`config.mk`:
```
export PLATFORM = sky130hd
export DESIGN_NAME = fir_seq_filter
export DESIGN_NICKNAME = d
export VERILOG_FILES = /design/src/rtl/fir_pkg.sv /design/src/rtl/fir_mac_unit.sv /design/src/rtl/fir_seq_filter.sv
export SDC_FILE = /design/constraint.sdc
export NUM_CORES = 2
export LEC_CHECK = 0
export ABC_CLOCK_PERIOD_IN_PS = 11770
export BUFFER_PORTS_ARGS = -buffer_cell sky130_fd_sc_hd__buf_2
export CORE_ASPECT_RATIO = 1.1
export CORE_MARGIN = 8
export CORE_UTILIZATION = 60
export CTS_CLUSTER_SIZE = 24
export DETAILED_ROUTE_END_ITERATION = 16
export PLACE_DENSITY = 0.76
export SYNTH_ARGS = -nofsm -noshare
export SYNTH_HDL_FRONTEND = slang
export SYNTH_SLANG_ARGS = --single-unit
```
`constraint.sdc`:
```
create_clock -name clk -period 11.77 [get_ports clk]
set_clock_uncertainty 0.1 [all_clocks]
set_input_delay 2.354 -clock clk [delete_from_list [all_inputs] [get_ports clk]]
set_output_delay 2.354 -clock clk [all_outputs]
set_load 0.01 [all_outputs]
```
`src/rtl/fir_pkg.sv`:
```
// fir_pkg: shared types and helpers for the time-multiplexed FIR filter.
// Holds the FSM state enum, accumulator sizing and result narrowing.
package fir_pkg;

    typedef enum logic [1:0] {
        IDLE,
        MAC,
        OUT
    } fir_state_t;

    // Accumulator width that cannot overflow over t full-precision products.
    function automatic int acc_width(
        input int d,
        input int c,
        input int t
    );
        return d + c + $clog2(t);
    endfunction

    // Clamp v to the signed w-bit range when sat is set; otherwise pass it
    // through so the caller's truncation to w bits wraps.
    function automatic logic signed [63:0] narrow(
        input logic signed [63:0] v,
        input int                 w,
        input bit                 sat
    );
        logic signed [63:0] hi;
        logic signed [63:0] lo;
        hi = (64'sd1 <<< (w - 1)) - 64'sd1;
        lo = -(64'sd1 <<< (w - 1));
        if (sat && (v > hi)) return hi;
        if (sat && (v < lo)) return lo;
        return v;
    endfunction

endpackage

```
`src/rtl/fir_mac_unit.sv`:
```
// fir_mac_unit: signed multiply-accumulate with registered accumulator.
// Ports: clk, rst_n, i_clr (zero acc), i_en (acc += a*b), i_a, i_b, o_acc.
module fir_mac_unit #(
    parameter int A_W   = 16,
    parameter int B_W   = 16,
    parameter int ACC_W = 37
) (
    input  logic                    clk,
    input  logic                    rst_n,
    input  logic                    i_clr,
    input  logic                    i_en,
    input  logic signed [A_W-1:0]   i_a,
    input  logic signed [B_W-1:0]   i_b,
    output logic signed [ACC_W-1:0] o_acc
);

    logic signed [A_W+B_W-1:0] w_prod;
    logic signed [ACC_W-1:0]   r_acc;

    assign w_prod = i_a * i_b;
    assign o_acc  = r_acc;

    always_ff @(posedge clk or negedge rst_n) begin
        if (!rst_n) begin
            r_acc <= '0;
        end else if (i_clr) begin
            r_acc <= '0;
        end else if (i_en) begin
            r_acc <= r_acc + ACC_W'(w_prod);
        end
    end

endmodule

```
`src/rtl/fir_seq_filter.sv`:
```
// fir_seq_filter: TAPS-deep FIR, one shared MAC, one sample per TAPS+2 clocks.
// Ports: clk, rst_n (async, active low); run/sample_in request a new output;
// busy, out_valid, filter_data report it; coeff_we/addr/wdata load the
// coefficient bank in IDLE; clear zeroes the delay line in IDLE.
// Build option: define FIR_SATURATE_EN to clamp instead of wrap the output.
module fir_seq_filter
    import fir_pkg::*;
#(
    parameter int DATA_W    = 16,
    parameter int COEFF_W   = 16,
    parameter int TAPS      = 32,
    parameter int OUT_SHIFT = 15,
    localparam int ADDR_W   = $clog2(TAPS)
) (
    input  logic               clk,
    input  logic               rst_n,
    input  logic               run,
    input  logic [DATA_W-1:0]  sample_in,
    output logic               busy,
    output logic               out_valid,
    output logic [DATA_W-1:0]  filter_data,
    input  logic               coeff_we,
    input  logic [ADDR_W-1:0]  coeff_addr,
    input  logic [COEFF_W-1:0] coeff_wdata,
    input  logic               clear
);

    localparam int ACC_W = acc_width(DATA_W, COEFF_W, TAPS);
    localparam logic [ADDR_W:0] ADDR_LIM = TAPS[ADDR_W:0];
    localparam logic [ADDR_W-1:0] IDX_LAST = ADDR_W'(TAPS - 1);
`ifdef FIR_SATURATE_EN
    localparam bit SAT_EN = 1'b1;
`else
    localparam bit SAT_EN = 1'b0;
`endif

    fir_state_t r_state;
    fir_state_t w_next;

    logic [ADDR_W-1:0]         r_idx;
    logic signed [DATA_W-1:0]  r_x [TAPS];
    logic signed [COEFF_W-1:0] r_c [TAPS];
    logic [DATA_W-1:0]         r_data;
    logic                      r_valid;

    logic w_accept;
    logic w_mac_en;
    logic w_load_out;
    logic w_clear_dl;
    logic w_coeff_wr;

    logic signed [ACC_W-1:0] w_acc;
    logic signed [ACC_W-1:0] w_shifted;
    logic signed [63:0]      w_narrow;
    logic                    w_unused_hi;

    assign busy        = run | (r_state != IDLE);
    assign out_valid   = r_valid;
    assign filter_data = r_data;

    // Out-of-range addresses only exist when TAPS is not a power of two.
    assign w_coeff_wr = (r_state == IDLE) && coeff_we
                        && ({1'b0, coeff_addr} < ADDR_LIM);

    always_ff @(posedge clk or negedge rst_n) begin
        if (!rst_n) begin
            r_state <= IDLE;
        end else begin
            r_state <= w_next;
        end
    end

    always_comb begin
        w_next     = r_state;
        w_accept   = 1'b0;
        w_mac_en   = 1'b0;
        w_load_out = 1'b0;
        w_clear_dl = 1'b0;
        unique case (r_state)
            IDLE: begin
                // clear has priority: a simultaneous run is dropped.
                if (clear) begin
                    w_clear_dl = 1'b1;
                end else if (run) begin
                    w_accept = 1'b1;
                    w_next   = MAC;
                end
            end
            MAC: begin
                w_mac_en = 1'b1;
                if (r_idx == IDX_LAST) begin
                    w_next = OUT;
                end
            end
            OUT: begin
                w_load_out = 1'b1;
                w_next     = IDLE;
            end
            default: begin
                w_next = IDLE;
            end
        endcase
    end

    always_ff @(posedge clk or negedge rst_n) begin
        if (!rst_n) begin
            r_idx <= '0;
        end else if (w_accept) begin
            r_idx <= '0;
        end else if (w_mac_en) begin
            r_idx <= r_idx + 1'b1;
        end
    end

    always_ff @(posedge clk or negedge rst_n) begin
        if (!rst_n) begin
            for (int k = 0; k < TAPS; k++) begin
                r_x[k] <= '0;
            end
        end else if (w_clear_dl) begin
            for (int k = 0; k < TAPS; k++) begin
                r_x[k] <= '0;
            end
        end else if (w_accept) begin
            for (int k = TAPS - 1; k > 0; k--) begin
                r_x[k] <= r_x[k-1];
            end
            r_x[0] <= $signed(sample_in);
        end
    end

    always_ff @(posedge clk or negedge rst_n) begin
        if (!rst_n) begin
            for (int k = 0; k < TAPS; k++) begin
                r_c[k] <= '0;
            end
        end else if (w_coeff_wr) begin
            r_c[coeff_addr] <= $signed(coeff_wdata);
        end
    end

    fir_mac_unit #(
        .A_W   (DATA_W),
        .B_W   (COEFF_W),
        .ACC_W (ACC_W)
    ) u_mac (
        .clk   (clk),
        .rst_n (rst_n),
        .i_clr (w_accept),
        .i_en  (w_mac_en),
        .i_a   (r_x[r_idx]),
        .i_b   (r_c[r_idx]),
        .o_acc (w_acc)
    );

    assign w_shifted   = w_acc >>> OUT_SHIFT;
    assign w_narrow    = narrow(64'(w_shifted), DATA_W, SAT_EN);
    assign w_unused_hi = ^w_narrow[63:DATA_W];

    always_ff @(posedge clk or negedge rst_n) begin
        if (!rst_n) begin
            r_valid <= 1'b0;
            r_data  <= '0;
        end else begin
            r_valid <= w_load_out;
            if (w_load_out) begin
                r_data <= w_narrow[DATA_W-1:0];
            end
        end
    end

endmodule

```
==> results.toml <==
[clocking]
cts_made_buffers = 106
h-tree-depth = 3
clock_sinks = 1079
cts_setup_buffers = 0
path_clk_slew_ns = 0.06
clk_latency_ns = 0.71
cts_tree = "yes"
cts-root-buf = "clkbuf_16"
cts_resized = 0
ctsLongestPathBuffers = 3
cts_hold_buf = 0

[global_routing]
grt_max_degree = 260
antenna_found_initial = 10
overflow = 0
grt_pass1_vias = 36300
grt_use_total_pct = 24.5
grt_pass1_wl_um = 208000

[floorplan]
die_area_um2 = 106000
rows = 119
ioPinCount = 60
die-width_um = 311
start_util_pct = 60.3
core_area_um2 = 95400
fp.dieH_um = 341

[worst_setup_path]
path_buf_inv = 5
crit_path_max_incr_delay_ns = 1.17
cp_slowest_cell = "dfrtp_4"
regToRegStartpoint = "r_idx[0]"
rrSetupSlack_ns = 2.13
path_delay_family = "adder cells"
crit_arrival_ns = 10.10
ff2ff_path_depth = 26
r2r_end = "u_mac.o_acc[30]"
critPathKind = "reg2reg"
crit_path_end_kind = "register"
cp_max_fo = 51
worstPathRequired_ns = 12.24
startpoint_type = "register"
path_common_cell = "fa_1"

[sta]
rsz0062_at_grt = "false"
fin_crit_sh_pct = 81.9
whs_ns = 0.399
worst_pin_slew_ns = 1.22
slew-limit-headroom_pct = 18.8
hold_viol_final = 0
finalSetupTns_ns = 0
period_minus_slack_ns = 9.64
max_freq_mhz = 104
slew_violations = 0
finalSetupViolCount = 0

[worst_hold_path]
holdCritPathClass = "reg2reg"
min_delay_path_depth = 1
min_to = "r_c[409]"
holdCritStartpoint = "r_c[409]"

[finish]
fin_util_pct = 65.7
syn_to_final_growth_pct = 9.05
layout_commonest_cell = "dfrtp_1"
drive_gt1_share_pct = 29.0
most-common-layout-cells = "dfrtp_1 (1074), mux2_2 (534), a22o_1 (513)"
fin_nets = 4484
design_area_um2 = 62700
finalNonFillerCells = 5427

[synthesis]
yosysWarnings = 0
synth.area.top_cells = "dfrtp_1 (47%), mux4_2 (12%), mux2_2 (10%)"
synth.avg_cell_area_um2 = 13.9
ys_types = 58
ys_ff_latch = 1079
async_reset_ff_share_pct = 100
yosys.area.top_type = "dfrtp_1"
synth_edf_count = 0
syn_inst = 4128
synthFlopType = "dfrtp_1"
syn-num-nets = 4552
synth_seq_area_share_pct = 47.0
syn_area_um2 = 57500
yosys.area.top_type_share_pct = 47.0

[power_and_ir_drop]
ir_drop_v = 0.000169
p_per_area_nw_per_um2 = 213
p_leak_nw = 30.0

[job]
maxCapViolCount = 0

[placement]
placed_cells = 5222
gp_congestion = 0.856
place_area_um2 = 58900
hpwl_um = 80800
portBuffers = 59

[routing]
via_per_inst = 6.32
wirelength_um = 128000
remaining_drc_errors = 0
drtPass1Iterations = 5
drtIter0Drc = 3043
ant_nets = 0
num_vias = 34300
drt-wirelength-per-cell_um = 23.7

[status]
status = "completed"
==> worst max-delay path by stage <==
stage | startpoint | to | slack, ns | depth (start not counted)
after floorplan | r_idx[1] | u_mac.o_acc[30] | 3.50 | 30
after global placement | r_idx[0] | u_mac.o_acc[30] | 2.24 | 25
after detailed placement | r_idx[0] | u_mac.o_acc[30] | 2.10 | 26
after CTS | r_idx[0] | u_mac.o_acc[30] | 2.09 | 26
after global routing | r_idx[0] | u_mac.o_acc[30] | 1.69 | 25
final | r_idx[0] | u_mac.o_acc[30] | 2.13 | 26
==> cells in the mapped netlist (all sizes together), types with 15 or more instances <==
master  number
a21o        19
a21oi       24
a22o       513
buf         74
clkbuf     244
dfrtp     1079
fa         285
ha          97
inv        352
mux2       534
mux2i       44
mux4       305
nand2      131
nand2b      30
nand3       37
nor2       179
o21ai       41
xnor2       26
xor2        15
==> cells by family (layout without fill, tap and decap cells) <==
logic type      count (synthesis)  count (layout)  share of synthesized area, %
buf+inv                       670             691                          4.62
xor+xnor                       41              41                         0.624
flops                        1079            1079                          47.0
simple gates                  437             437                          3.37
mux                           883             883                          23.2
fa+ha+maj                     382             382                          12.0
compound gates                636             636                          9.17
other cells                     0               8                             0
==> state kept, by name, indices dropped and copies added, names as in the netlist <==
register / count
r_c: 512
r_x: 512
u_mac.o_acc: 31
filter_data: 16
r_idx: 5
r_state: 2
out_valid: 1
==> through the flow <==
stage / setup slack (ns) / total power [mW]
3_5_place_dp: 2.10 / 9.87
5_1_grt: 1.69 / 14.3
3_3_place_gp: 2.24 / 9.69
2_1_floorplan: 3.50 / 8.56
4_1_cts: 2.09 / 13.5
6_report: 2.13 / 13.4
==> routing by layer <==
metal | track usage (%) | vias to the layer above | wire length [um]
met1 | 35.2 | 18400 | 56600
met4 | 7.20 | 0 | 3360
met2 | 39.4 | 1000 | 62100
met3 | 3.62 | 231 | 6450
met5 | 0 | - | 0
li1 | - | 14700 | -
==> final cells by class <==
cell class	count	area, um2
clock inverter	33	597
sequential	1079	27000
multi-input combinational	2379	27900
fill	6684	32700
inverter	352	1320
tap	1270	1590
antenna	8	20.0
timing repair buffer	142	1080
clock buffer	164	3150
==> power breakdown <==
part / switching (mW) / total, mW / internal (mW) / leakage (nW)
Clock: 1.48 / 3.60 / 2.12 / 1.82
Combinational: 2.89 / 5.17 / 2.28 / 13.4
Sequential: 0.455 / 4.62 / 4.16 / 14.8
(Power assumes the default switching activity.)
